`src/rtl/regfile_pkg.sv`:
```
// Shared types and default sizes for the multi-port register file.
package regfile_pkg;

    typedef enum logic {RF_IDLE, RF_CLEAR} rf_state_t;

    localparam int RF_WIDTH = 16;
    localparam int RF_DEPTH = 8;

endpackage

```
`src/rtl/regfile_clear_seq.sv`:
```
// Bulk-clear sequencer: walks a pointer over every register, one per clock,
// and owns the write-port handshake so writes are held off during a sweep.
module regfile_clear_seq
    import regfile_pkg::*;
#(
    parameter int DEPTH = RF_DEPTH,
    parameter int AW    = $clog2(DEPTH)
) (
    input  logic          clk_i,
    input  logic          reset_i,
    input  logic          clear_i,
    output logic          busy_o,
    output logic          clear_done_o,
    output logic          write_ready_o,
    output logic          clr_en_o,
    output logic [AW-1:0] clr_addr_o
);

    // The sweep ends on the entry DEPTH-1, so the pointer never wraps even
    // when DEPTH is not a power of two.
    localparam logic [AW-1:0] LAST = AW'(DEPTH - 1);

    rf_state_t     state_q;
    logic [AW-1:0] ptr_q;
    logic          busy_q;
    logic          done_q;

    // Sweep FSM with registered busy/clear_done outputs.
    always_ff @(posedge clk_i or posedge reset_i) begin
        if (reset_i) begin
            state_q <= RF_IDLE;
            ptr_q   <= '0;
            busy_q  <= 1'b0;
            done_q  <= 1'b0;
        end else begin
            done_q <= 1'b0;
            case (state_q)
                RF_IDLE: begin
                    if (clear_i) begin
                        state_q <= RF_CLEAR;
                        ptr_q   <= '0;
                        busy_q  <= 1'b1;
                    end
                end
                RF_CLEAR: begin
                    if (ptr_q == LAST) begin
                        state_q <= RF_IDLE;
                        ptr_q   <= '0;
                        busy_q  <= 1'b0;
                        done_q  <= 1'b1;
                    end else begin
                        ptr_q <= ptr_q + AW'(1);
                    end
                end
            endcase
        end
    end

    // Handshake and clear strobe decode from registered state only.
    always_comb begin
        write_ready_o = (state_q == RF_IDLE);
        clr_en_o      = (state_q == RF_CLEAR);
        clr_addr_o    = ptr_q;
        busy_o        = busy_q;
        clear_done_o  = done_q;
    end

endmodule

```
`src/rtl/regfile_mp.sv`:
```
// Parametrised two-read-port register file with optional write-to-read
// bypass and a multi-cycle bulk clear. Storage is plain flops.
module regfile_mp
    import regfile_pkg::*;
#(
    parameter int WIDTH  = RF_WIDTH,
    parameter int DEPTH  = RF_DEPTH,
    parameter bit BYPASS = 1'b1,
    localparam int AW    = $clog2(DEPTH)
) (
    input  logic             clk,
    input  logic             reset,
    input  logic [WIDTH-1:0] data_in,
    input  logic [AW-1:0]    writenum,
    input  logic             write,
    output logic             write_ready,
    input  logic [AW-1:0]    readnum_a,
    output logic [WIDTH-1:0] data_out_a,
    input  logic [AW-1:0]    readnum_b,
    output logic [WIDTH-1:0] data_out_b,
    input  logic             clear,
    output logic             busy,
    output logic             clear_done
);

    logic [WIDTH-1:0] regs_q [DEPTH];
    logic [WIDTH-1:0] regs_d [DEPTH];
    logic [WIDTH-1:0] rd_a;
    logic [WIDTH-1:0] rd_b;
    logic             wr_acc;
    logic             clr_en;
    logic [AW-1:0]    clr_addr;
    logic             byp_a;
    logic             byp_b;

    // Addresses at or above DEPTH are legal on the bus but map to nothing.
    function automatic logic in_range(input logic [AW-1:0] a);
        return int'(a) < DEPTH;
    endfunction

    regfile_clear_seq #(
        .DEPTH (DEPTH),
        .AW    (AW)
    ) u_clear_seq (
        .clk_i         (clk),
        .reset_i       (reset),
        .clear_i       (clear),
        .busy_o        (busy),
        .clear_done_o  (clear_done),
        .write_ready_o (write_ready),
        .clr_en_o      (clr_en),
        .clr_addr_o    (clr_addr)
    );

    assign wr_acc = write && write_ready;

    // Next-state per entry: sweep zeroing wins, but writes and the sweep are
    // mutually exclusive anyway since writes are only accepted when idle.
    always_comb begin
        for (int i = 0; i < DEPTH; i++) begin
            regs_d[i] = regs_q[i];
            if (clr_en && (clr_addr == AW'(i))) begin
                regs_d[i] = '0;
            end else if (wr_acc && (writenum == AW'(i))) begin
                regs_d[i] = data_in;
            end
        end
    end

    // Storage array.
    always_ff @(posedge clk or posedge reset) begin
        if (reset) begin
            for (int i = 0; i < DEPTH; i++) begin
                regs_q[i] <= '0;
            end
        end else begin
            for (int i = 0; i < DEPTH; i++) begin
                regs_q[i] <= regs_d[i];
            end
        end
    end

    // Read muxes; unmatched (out-of-range) addresses fall through to zero.
    always_comb begin
        rd_a = '0;
        rd_b = '0;
        for (int i = 0; i < DEPTH; i++) begin
            if (readnum_a == AW'(i)) rd_a = regs_q[i];
            if (readnum_b == AW'(i)) rd_b = regs_q[i];
        end
    end

    // Same-cycle forwarding of an accepted write; never active while busy
    // because wr_acc already requires write_ready.
    always_comb begin
        byp_a      = BYPASS && wr_acc && (writenum == readnum_a) && in_range(readnum_a);
        byp_b      = BYPASS && wr_acc && (writenum == readnum_b) && in_range(readnum_b);
        data_out_a = byp_a ? data_in : rd_a;
        data_out_b = byp_b ? data_in : rd_b;
    end

endmodule

```
`config.mk`:
```
export PLATFORM = sky130hd
export DESIGN_NAME = regfile_mp
export DESIGN_NICKNAME = d
export VERILOG_FILES = /design/src/rtl/regfile_pkg.sv /design/src/rtl/regfile_clear_seq.sv /design/src/rtl/regfile_mp.sv
export SDC_FILE = /design/constraint.sdc
export NUM_CORES = 1
export LEC_CHECK = 0
export ABC_AREA = 1
export BUFFER_PORTS_ARGS = -buffer_cell sky130_fd_sc_hd__buf_4
export CORE_MARGIN = 10
export CORE_UTILIZATION = 50
export CTS_BUF_LIST = sky130_fd_sc_hd__clkbuf_8
export CTS_CLUSTER_SIZE = 20
export DETAILED_ROUTE_END_ITERATION = 8
export GPL_TIMING_DRIVEN = 0
export MAX_ROUTING_LAYER = met4
export PLACE_DENSITY = 0.7
export SETUP_SLACK_MARGIN = 0.5
export SLEW_MARGIN = 5
export SYNTH_ARGS = -nofsm -noshare
export SYNTH_HDL_FRONTEND = slang
export SYNTH_HIERARCHICAL = 1
export SYNTH_SLANG_ARGS = --single-unit
```
`constraint.sdc`:
```
create_clock -name clk -period 7.7 [get_ports clk]
set_input_delay 0.385 -clock clk [delete_from_list [all_inputs] [get_ports clk]]
set_output_delay 0.385 -clock clk [all_outputs]
set_load 0.01 [all_outputs]
```
==> qor.csv, run 1 <==
stage,metric,value,unit
global_routing,largest net degree at the start of global routing,90,
synthesis,simple-gate share of the synthesized area,27.4,%
global_routing,GRT overflow,0,
critical_path,type of the worst setup path,register to primary output,
floorplan,Die Wd,145,um
critical_path,Critical Path Source Type,register,
floorplan,starting density of the core,51.1,%
synthesis,syn_nets,1088,
floorplan,row count,45,
hold_path,Hold Crit Class,input pin to register,
synthesis,synth unique cells,27,
synthesis,post-synthesis xor/xnor area fraction,0.113,%
synthesis,YS warnings,6,
clock_network,clock slew at reported path FFs,70,ps
critical_path,CP max FO,10,
sta,Slew Limit Headroom,45.7,%
sta,final worst path period need,2940,ps
drt,WL final,25400,um
placed_design,routability congestion estimate,0.962,
synthesis,adder-cell area share of the yosys netlist,0.484,%
drt,vias per inst,5.88,
clock_network,clock buffer count from CTS,17,
synthesis,Syn Inst Count,1056,
clock_network,Post-CTS Setup Inserts,0,
sta,fmax,341,MHz
power_and_ir_drop,sw frac,36.9,%
power_and_ir_drop,leakage,4.22,nW
drt,wire per inst,19.0,um
clock_network,worst skew pair latency,480,ps
finish,diode count,0,
placed_design,Port Buffers,60,
status,status,completed,
drt,DRT Pass-1 Iters,5,
global_routing,vias in the first global route,7565,
critical_path,Critical Path AT,2550,ps
global_routing,initial antenna violation count,0,
floorplan,core area,15200,um^2
drt,DR iter-0 viols,1077,
synthesis,Synth Area in Compound Gates,15.8,%
finish,share of layout cells above drive strength 1,14.2,%
sta,period utilisation layout,38.1,%
clock_network,CTS Buffer Depth,2,
clock_network,CTS HTree Levels,4,
clock_network,TritonCTS clock tree,yes,
drt,DRC violations left,0,
power_and_ir_drop,Internal Pwr Total,1.50,mW
sta,RSZ-0062 raised after global routing,false,
placed_design,Final HPWL DP,19000,um
power_and_ir_drop,Pwr Density,267,nW/um^2
synthesis,Syn Std Cell Area,7760,um^2
critical_path,Worst EP required,7320,ps
power_and_ir_drop,clock network fraction of total power,26.1,%
finish,fillcell total,1435,
synthesis,syn_area_per_cell,7.35,um^2
sta,Final Max Slew Viols,0,
power_and_ir_drop,peak supply drop,0.000230,V
sta,setup ws final,4760,ps
power_and_ir_drop,Sequential Power Share,42.3,%
sta,Final setup viols,0,
placed_design,Place WS,5330,ps
clock_network,root buffer cell,clkbuf_8,
finish,# nets final,1169,
synthesis,post-synthesis sequential area ratio,43.2,%
sta,Setup TNS Final,0,ps
floorplan,# IOs,64,
power_and_ir_drop,Comb power frac,31.6,%
drt,post-route ant nets,0,
drt,DR vias,7863,
finish,area grow syn2layout,14.7,%
sta,Post-Route Skew,14.5,ps
placed_design,dpl cells,1305,
global_routing,global-route wire length before repair,40000,um
sta,Worst-Margin Slew,810,ps
finish,final cell count without fillers,1338,
critical_path,Reg2Reg Setup Slack,5530,ps
global_routing,Global Route Usage Sum,25.5,%
power_and_ir_drop,"Power, Total",2.37,mW
critical_path,Worst setup EP type,primary output,
synthesis,#FFs+latches synth,134,
sta,final hold vios,0,
run,Max Cap Viol,0,
power_and_ir_drop,sw power,876,uW
floorplan,die area,20900,um^2
synthesis,multiplexer area fraction after synthesis,0,%
synthesis,largest family of logic cells by synthesized area,simple AND/OR/NAND/NOR gates,
clock_network,clock sinks,134,
floorplan,Die H,145,um
==> cell usage after synthesis, drive strengths merged <==
cell | instances | area, um^2
a21oi | 66 | 330
buf | 43 | 263
clkbuf | 9 | 33.8
clkinv | 1 | 3.75
dfrtp | 134 | 3350
ha | 3 | 37.5
inv | 187 | 707
nand2 | 209 | 790
nand3 | 69 | 360
nand4 | 74 | 463
nor2 | 111 | 424
nor3 | 8 | 88.8
o21ai | 11 | 85.1
o22ai | 130 | 813
xor2 | 1 | 8.76
==> path summary, 6_finish.rpt <==
| check | endpoint | from | depth (start not counted) |
|---|---|---|---|
| max in group asynchronous | regs_q[53] | reset | 4 |
| setup / recovery | data_out_b[5] | u_clear_seq/clr_en_o | 11 |
| min in group asynchronous | u_clear_seq/clr_addr_o[0] | reset | 3 |
| hold / removal | u_clear_seq/busy_o | clear | 3 |
| hold reg to reg | u_clear_seq/busy_o | u_clear_seq/busy_o | 2 |
| setup reg to reg | regs_q[94] | u_clear_seq/clr_en_o | 6 |
==> per-stage QoR <==
stage                     instance area, um^2  utilization (%)  hold WS (ps)
final                                    8900             58.6           142
after global routing                     8900             58.6           152
after CTS                                8900             58.6           133
after detailed placement                 8480             55.8           355
after global placement                   8450             55.6           328
after floorplan                          7760                -           176
==> state kept, by name (all words and copies together) (netlist names) <==
name,count
u_clear_seq/clr_addr_o,3
regs_q,128
u_clear_seq/clr_en_o,1
u_clear_seq/busy_o,1
u_clear_seq/clear_done_o,1
==> power groups by stage <==
stage,combinational (mW),sequential (mW),clock (mW)
after floorplan,0.510,0.977,0
after global placement,0.727,1.01,0
after detailed placement,0.741,1.01,0
after CTS,0.745,0.999,0.623
after global routing,0.835,1.02,0.661
final,0.750,1.00,0.620
==> layer usage <==
layer / vias up / part of all wire [%] / global-route usage, %
met3: 71 / 7.2 / 5.05
met2: 389 / 47 / 39.2
met5: - / 0 / -
met1: 3712 / 42 / 32.1
li1: 3691 / - / -
met4: 0 / 3.3 / 11.5
==> cell type report <==
class | instances | area [um^2] | area share, %
multi-input cells | 682 | 3400 | 38.2
clock inverters | 12 | 136 | 1.53
repair buffers | 62 | 488 | 5.48
inverters | 188 | 716 | 8.04
well taps | 188 | 235 | 2.64
clock buffers | 20 | 275 | 3.09
flip-flops and latches | 134 | 3350 | 37.7
plain buffers | 52 | 297 | 3.33
==> cells in the final DEF, fill, tap and decap left out, types with 8 or more instances in the layout <==
| cell | n |
|---|---|
| o22ai_1 | 130 |
| clkbuf_1 | 9 |
| nand2_1 | 207 |
| o21ai_2 | 8 |
| dfrtp_1 | 134 |
| inv_2 | 9 |
| inv_1 | 179 |
| a21oi_1 | 66 |
| clkbuf_8 | 20 |
| nand4_1 | 74 |
| buf_4 | 73 |
| buf_2 | 24 |
| nor2_1 | 108 |
| nand3_1 | 66 |
==> cell families after synthesis <==
| family | Yosys count |
|---|---|
| adder cells (fa/ha/maj) | 3 |
| AND/OR/NAND/NOR | 471 |
| XOR/XNOR | 1 |
| AO/OA/AOI/OAI | 207 |
| buffers and inverters | 240 |
| flip-flops | 134 |
==> worst max-delay path: stages, from the launching register on <==
cell	delay, ps
dfrtp_1	470
inv_1	140
nand2_1	150
inv_1	110
o21ai_0	80
a21oi_1	150
nand2_2	190
inv_2	190
buf_6	180
nor2_1	50
a21oi_1	210
buf_4	160
==> repair_timing <==
action | CTS | global route
resized for setup | 0 | 0
hold buffers | 1 | 0
endpoints found under the hold margin | 45 | 0
Note: power is estimated with default switching activity, not from simulation.
==> inputs of run 2 (changes only) <==
--- a/config.mk
+++ b/config.mk
@@ -14,7 +14,7 @@
 export DETAILED_ROUTE_END_ITERATION = 8
 export GPL_TIMING_DRIVEN = 0
 export MAX_ROUTING_LAYER = met4
-export PLACE_DENSITY = 0.7
+export PLACE_DENSITY = 0.72
 export SETUP_SLACK_MARGIN = 0.5
 export SLEW_MARGIN = 5
 export SYNTH_ARGS = -nofsm -noshare
==> constraint.sdc (replaced) <==
create_clock -name clk -period 2.6 [get_ports clk]
set_input_delay 0.13 -clock clk [delete_from_list [all_inputs] [get_ports clk]]
set_output_delay 0.13 -clock clk [all_outputs]
set_load 0.01 [all_outputs]
==> qor.csv, run 2 (synthesis results as in run 1) <==
stage,metric,value,unit
status,status,completed,
floorplan,starting density of the core,51.1,%
power_and_ir_drop,Pwr Density,742,nW/um^2
global_routing,global-route wire length before repair,40300,um
floorplan,row count,45,
drt,DRT Pass-1 Iters,7,
sta,Final Max Slew Viols,0,
finish,# nets final,1184,
sta,final worst path period need,2190,ps
clock_network,root buffer cell,clkbuf_8,
clock_network,CTS HTree Levels,4,
critical_path,Worst setup EP type,primary output,
critical_path,Reg2Reg Setup Slack,560,ps
critical_path,type of the worst setup path,register to primary output,
sta,period utilisation layout,84.2,%
finish,"commonest non-fill, non-tap cell in the layout",nand2_1,
power_and_ir_drop,peak supply drop,0.000480,V
finish,Multi-input gate area,3580,um^2
sta,RSZ-0062 raised after global routing,true,
floorplan,Die H,145,um
floorplan,Die Wd,145,um
sta,Setup TNS Final,0,ps
clock_network,CTS Buffer Depth,2,
finish,most frequent cells in the layout,"204 x nand2_1, 178 x inv_1, 133 x dfrtp_1",
critical_path,reg2reg start,u_clear_seq/clr_en_o,
sta,Final setup viols,0,
sta,fmax,457,MHz
power_and_ir_drop,leakage,4.34,nW
finish,fillcell total,1384,
critical_path,Critical Path AT,2060,ps
finish,Biggest register,regs_q,
hold_path,Hold Crit Class,input pin to register,
power_and_ir_drop,sw frac,38.3,%
drt,DR iter-0 viols,968,
placed_design,Port Buffers,60,
global_routing,vias in the first global route,7642,
power_and_ir_drop,Sequential Power Share,43.0,%
finish,diode count,0,
run,Max Cap Viol,0,
placed_design,Place WS,539,ps
hold_path,Hold Crit Depth,3,
drt,post-route ant nets,0,
global_routing,largest net degree at the start of global routing,37,
placed_design,routability congestion estimate,0.929,
critical_path,CP max FO,5,
floorplan,die area,20900,um^2
finish,final cell count without fillers,1351,
critical_path,R2R cell count,8,
sta,final hold vios,0,
sta,Post-Route Skew,9.84,ps
power_and_ir_drop,Comb power frac,35.4,%
drt,DRC violations left,0,
floorplan,core area,15200,um^2
placed_design,Final HPWL DP,19000,um
global_routing,Global Route Usage Sum,25.7,%
finish,Largest register FFs,128,
critical_path,Worst R2R End,regs_q[102],
drt,wire per inst,19.3,um
clock_network,worst skew pair latency,470,ps
finish,share of layout cells above drive strength 1,18.7,%
finish,Reg area,3350,um^2
clock_network,clock sinks,134,
power_and_ir_drop,Internal Pwr Total,4.25,mW
finish,area grow syn2layout,19.6,%
critical_path,Worst EP required,2470,ps
global_routing,GRT overflow,0,
hold_path,hold path endpoint,regs_q[74],
clock_network,clock slew at reported path FFs,80,ps
hold_path,hold path start,data_in[10],
clock_network,TritonCTS clock tree,yes,
floorplan,# IOs,64,
placed_design,dpl cells,1307,
drt,DR vias,8093,
sta,Slew Limit Headroom,46.4,%
critical_path,Critical Path Source Type,register,
power_and_ir_drop,clock network fraction of total power,21.6,%
clock_network,clock buffer count from CTS,17,
sta,Worst-Margin Slew,800,ps
global_routing,initial antenna violation count,0,
drt,WL final,26000,um
drt,vias per inst,5.99,
power_and_ir_drop,sw power,2.64,mW
sta,setup ws final,412,ps
## run 2: how the worst max path moves through the flow
stage / startpoint / slack [ps] / to / depth (start not counted)
2_1_floorplan: reset / 890 / regs_q[0] / 1
3_3_place_gp: reset / 10 / regs_q[1] / 2
3_5_place_dp: u_clear_seq/clr_en_o / 540 / data_out_b[6] / 11
4_1_cts: u_clear_seq/clr_en_o / 410 / data_out_b[1] / 12
5_1_grt: u_clear_seq/clr_en_o / 360 / data_out_b[8] / 12
6_report: u_clear_seq/clr_en_o / 410 / data_out_b[8] / 12
## run 2: metrics by stage
step	power, mW	instance area [um^2]	hold slack (ps)	utilization [%]
4_1_cts	6.73	9000	126	59.2
6_report	6.89	9280	132	61.1
3_5_place_dp	5.19	8510	86.2	56.0
5_1_grt	7.33	9280	132	61.1
3_3_place_gp	5.13	8450	84.2	55.6
2_1_floorplan	4.40	7760	-79.0	-
## run 2: what timing repair did
action                                  in CTS  in global routing
hold buffers                                 2                  0
pin swaps                                    9                 38
cloned                                       1                  1
hold endpoints to repair                    36                  0
endpoints found under the setup margin      32                 51
buffers inserted                             9                  1
gates resized for setup                     17                 66
## run 2: layout make-up
type	count	area share [%]
Tap cell	188	2.53
Sequential cell	134	36.1
Clock inverter	10	0.472
Inverter	188	7.75
Clock buffer	20	2.96
Buffer	52	3.48
Timing Repair Buffer	77	8.13
Multi-Input combinational cell	682	38.5
## run 2: critical path: stages, from the launching register on
cell and delay [ps]:
dfrtp_2 420, inv_2 80, nand2_4 70, inv_2 60
o21ai_2 50, a21oi_2 110, nand2_2 110, inv_4 120
buf_12 110, buf_12 120, nor2_2 40, a21oi_2 150
buf_4 150
## run 2: power by group through the flow
stage | sequential, mW | combinational [mW] | clock [mW]
finish | 2.96 | 2.44 | 1.49
global route | 3.02 | 2.69 | 1.62
CTS | 2.95 | 2.28 | 1.50
detailed placement | 3.00 | 2.19 | 0
global placement | 2.99 | 2.14 | 0
floorplan | 2.89 | 1.51 | 0
## run 2: layer usage
metal  global-route usage, %  vias to the layer above  wire length [um]
met5                       -                        -                 0
met4                    10.8                        0               826
met3                    5.12                       67              2160
met2                    39.1                      397             12400
met1                    32.8                     3893             10700
li1                        -                     3736                 -
==> inputs of run 3 (changes only) <==
==> constraint.sdc (replaced) <==
create_clock -name clk -period 1.8 [get_ports clk]
set_input_delay 0.09 -clock clk [delete_from_list [all_inputs] [get_ports clk]]
set_output_delay 0.09 -clock clk [all_outputs]
set_load 0.01 [all_outputs]
==> qor.csv, run 3 (synthesis results as in run 1) <==
stage,metric,value,unit
status,status,"complete, but fails checks",
status,failing checks,setup timing,
drt,DRC violations left,0,
global_routing,global-route wire length before repair,45100,um
clock_network,worst skew pair latency,470,ps
floorplan,core area,15200,um^2
critical_path,Worst EP required,1710,ps
clock_network,root buffer cell,clkbuf_8,
finish,most frequent cells in the layout,"179 x inv_1, 170 x nand2_1, 132 x dfrtp_1",
sta,Slew Limit Headroom,43.1,%
clock_network,CTS HTree Levels,4,
clock_network,CTS Buffer Depth,2,
run,Max Cap Viol,0,
clock_network,clock buffer count from CTS,17,
critical_path,Critical Path Source Type,register,
global_routing,largest net degree at the start of global routing,41,
sta,Final Max Slew Viols,0,
drt,wire per inst,22.4,um
finish,final cell count without fillers,1417,
sta,Final setup viols,43,
drt,DR vias,9076,
drt,WL final,31700,um
floorplan,# IOs,64,
global_routing,GRT overflow,0,
finish,# nets final,1249,
finish,"commonest non-fill, non-tap cell in the layout",inv_1,
sta,Post-Route Skew,10.5,ps
clock_network,clock slew at reported path FFs,80,ps
critical_path,Critical-path top delay cell,dfrtp_2,
floorplan,row count,45,
global_routing,vias in the first global route,8364,
critical_path,cell family with most CP delay,buffers and inverters,
power_and_ir_drop,"Power, Total",12.3,mW
critical_path,Critical Path AT,2070,ps
critical_path,worst stage delay on the critical path,440,ps
critical_path,Worst setup EP type,primary output,
placed_design,dpl cells,1307,
hold_path,Hold Crit Class,input pin to async pin,
sta,final worst path period need,2160,ps
sta,period utilisation layout,120,%
finish,area grow syn2layout,44.7,%
global_routing,Global Route Usage Sum,28.5,%
floorplan,die area,20900,um^2
sta,setup ws final,-362,ps
clock_network,clock sinks,134,
critical_path,type of the worst setup path,register to primary output,
sta,fmax,463,MHz
sta,Worst-Margin Slew,849,ps
finish,Biggest register,regs_q,
floorplan,Die H,145,um
drt,DR iter-0 viols,1402,
clock_network,TritonCTS clock tree,yes,
floorplan,Die Wd,145,um
critical_path,CP max FO,5,
finish,share of layout cells above drive strength 1,33.9,%
power_and_ir_drop,leakage,5.08,nW
sta,Setup TNS Final,-10460,ps
drt,post-route ant nets,0,
drt,vias per inst,6.41,
power_and_ir_drop,Pwr Density,1100,nW/um^2
placed_design,Port Buffers,60,
floorplan,starting density of the core,51.1,%
power_and_ir_drop,peak supply drop,0.000914,V
finish,diode count,0,
critical_path,WP buf/inv,6,
global_routing,initial antenna violation count,0,
placed_design,Final HPWL DP,19400,um
finish,Largest register FFs,128,
drt,DRT Pass-1 Iters,7,
sta,final hold vios,0,
critical_path,Most common cell on crit path,inv_4,
sta,RSZ-0062 raised after global routing,true,
placed_design,routability congestion estimate,0.949,
critical_path,crit path cell chain,"inv_4, nand2_8, inv_4, o21ai_2, a21oi_2, nand2_2, inv_4, buf_12, buf_16, nor2_4, a21oi_2, buf_4",
==> run 3: cell types whose count changed in the layout (fill, tap and decap cells not counted), moves of 8 or more <==
cell,before,now
o22ai_1,130,40
nand2_1,204,170
o22ai_2,0,84
buf_8,2,13
buf_6,20,71
nand2_2,4,31
nand3_4,0,8
==> run 3: report_power, final <==
part           switching (mW)  leakage, nW  internal (mW)
Clock                    1.18        0.220           1.33
Combinational            2.97         3.02           2.50
Sequential              0.582         1.84           3.76
Total                    4.73         5.08           7.59
==> run 3: layout make-up <==
type | instances | area (um^2)
Sequential cell | 134 | 3360
Fill cell | 1069 | 3970
Timing Repair Buffer | 142 | 1590
Multi-Input combinational cell | 682 | 4440
Clock buffer | 21 | 289
Clock inverter | 10 | 91.3
Inverter | 188 | 734
Tap cell | 188 | 235
Buffer | 52 | 490
==> run 3: metrics by stage <==
| stage | util [%] | setup WS [ps] | hold slack [ps] | instance area, um^2 |
|---|---|---|---|---|
| final | 73.9 | -362 | 101 | 11200 |
| after CTS | 67.9 | -364 | 106 | 10300 |
| after floorplan | - | 129 | -119 | 8120 |
| after global routing | 73.9 | -452 | 128 | 11200 |
| after global placement | 57.9 | -693 | 37.3 | 8810 |
| after detailed placement | 58.3 | -82.5 | 45.2 | 8870 |
==> run 3: what timing repair did <==
action / in CTS / in global routing
hold buffers: 2 / 0
pin swaps: 24 / 21
endpoints found under the setup margin: 160 / 162
cloned: 6 / 6
gates resized for setup: 122 / 112
setup buffers: 42 / 23
endpoints found under the hold margin: 33 / 0
==> run 3: path summary, 6_finish.rpt <==
kind                                      start            endpoint  slack (ps)  depth (start not counted)
max                        u_clear_seq/clr_en_o       data_out_b[8]        -360                         12
min                                       reset  u_clear_seq/busy_o         100                          3
max reg2reg                u_clear_seq/clr_en_o          regs_q[46]         -60                          9
min reg2reg                          regs_q[23]          regs_q[23]         530                          2
max in group asynchronous                 reset          regs_q[30]         710                          5
min in group clk                    data_in[11]          regs_q[75]         120                          3
==> run 3: routing by layer <==
metal / vias up / global-route usage (%) / routed length, um
li1: 3862 / - / -
met1: 4407 / 36.3 / 12100
met2: 674 / 44.1 / 15200
met3: 133 / 5.58 / 3170
met4: 0 / 11.4 / 1190
met5: - / - / 0
==> run 3: worst register-to-register path, delay by kind of cell (launching register included) <==
kind,cells,cell delay [ps]
AOI/OAI and AO/OA,1,170
buffers and inverters,5,710
DFF,1,440
and+or+nand+nor,3,430
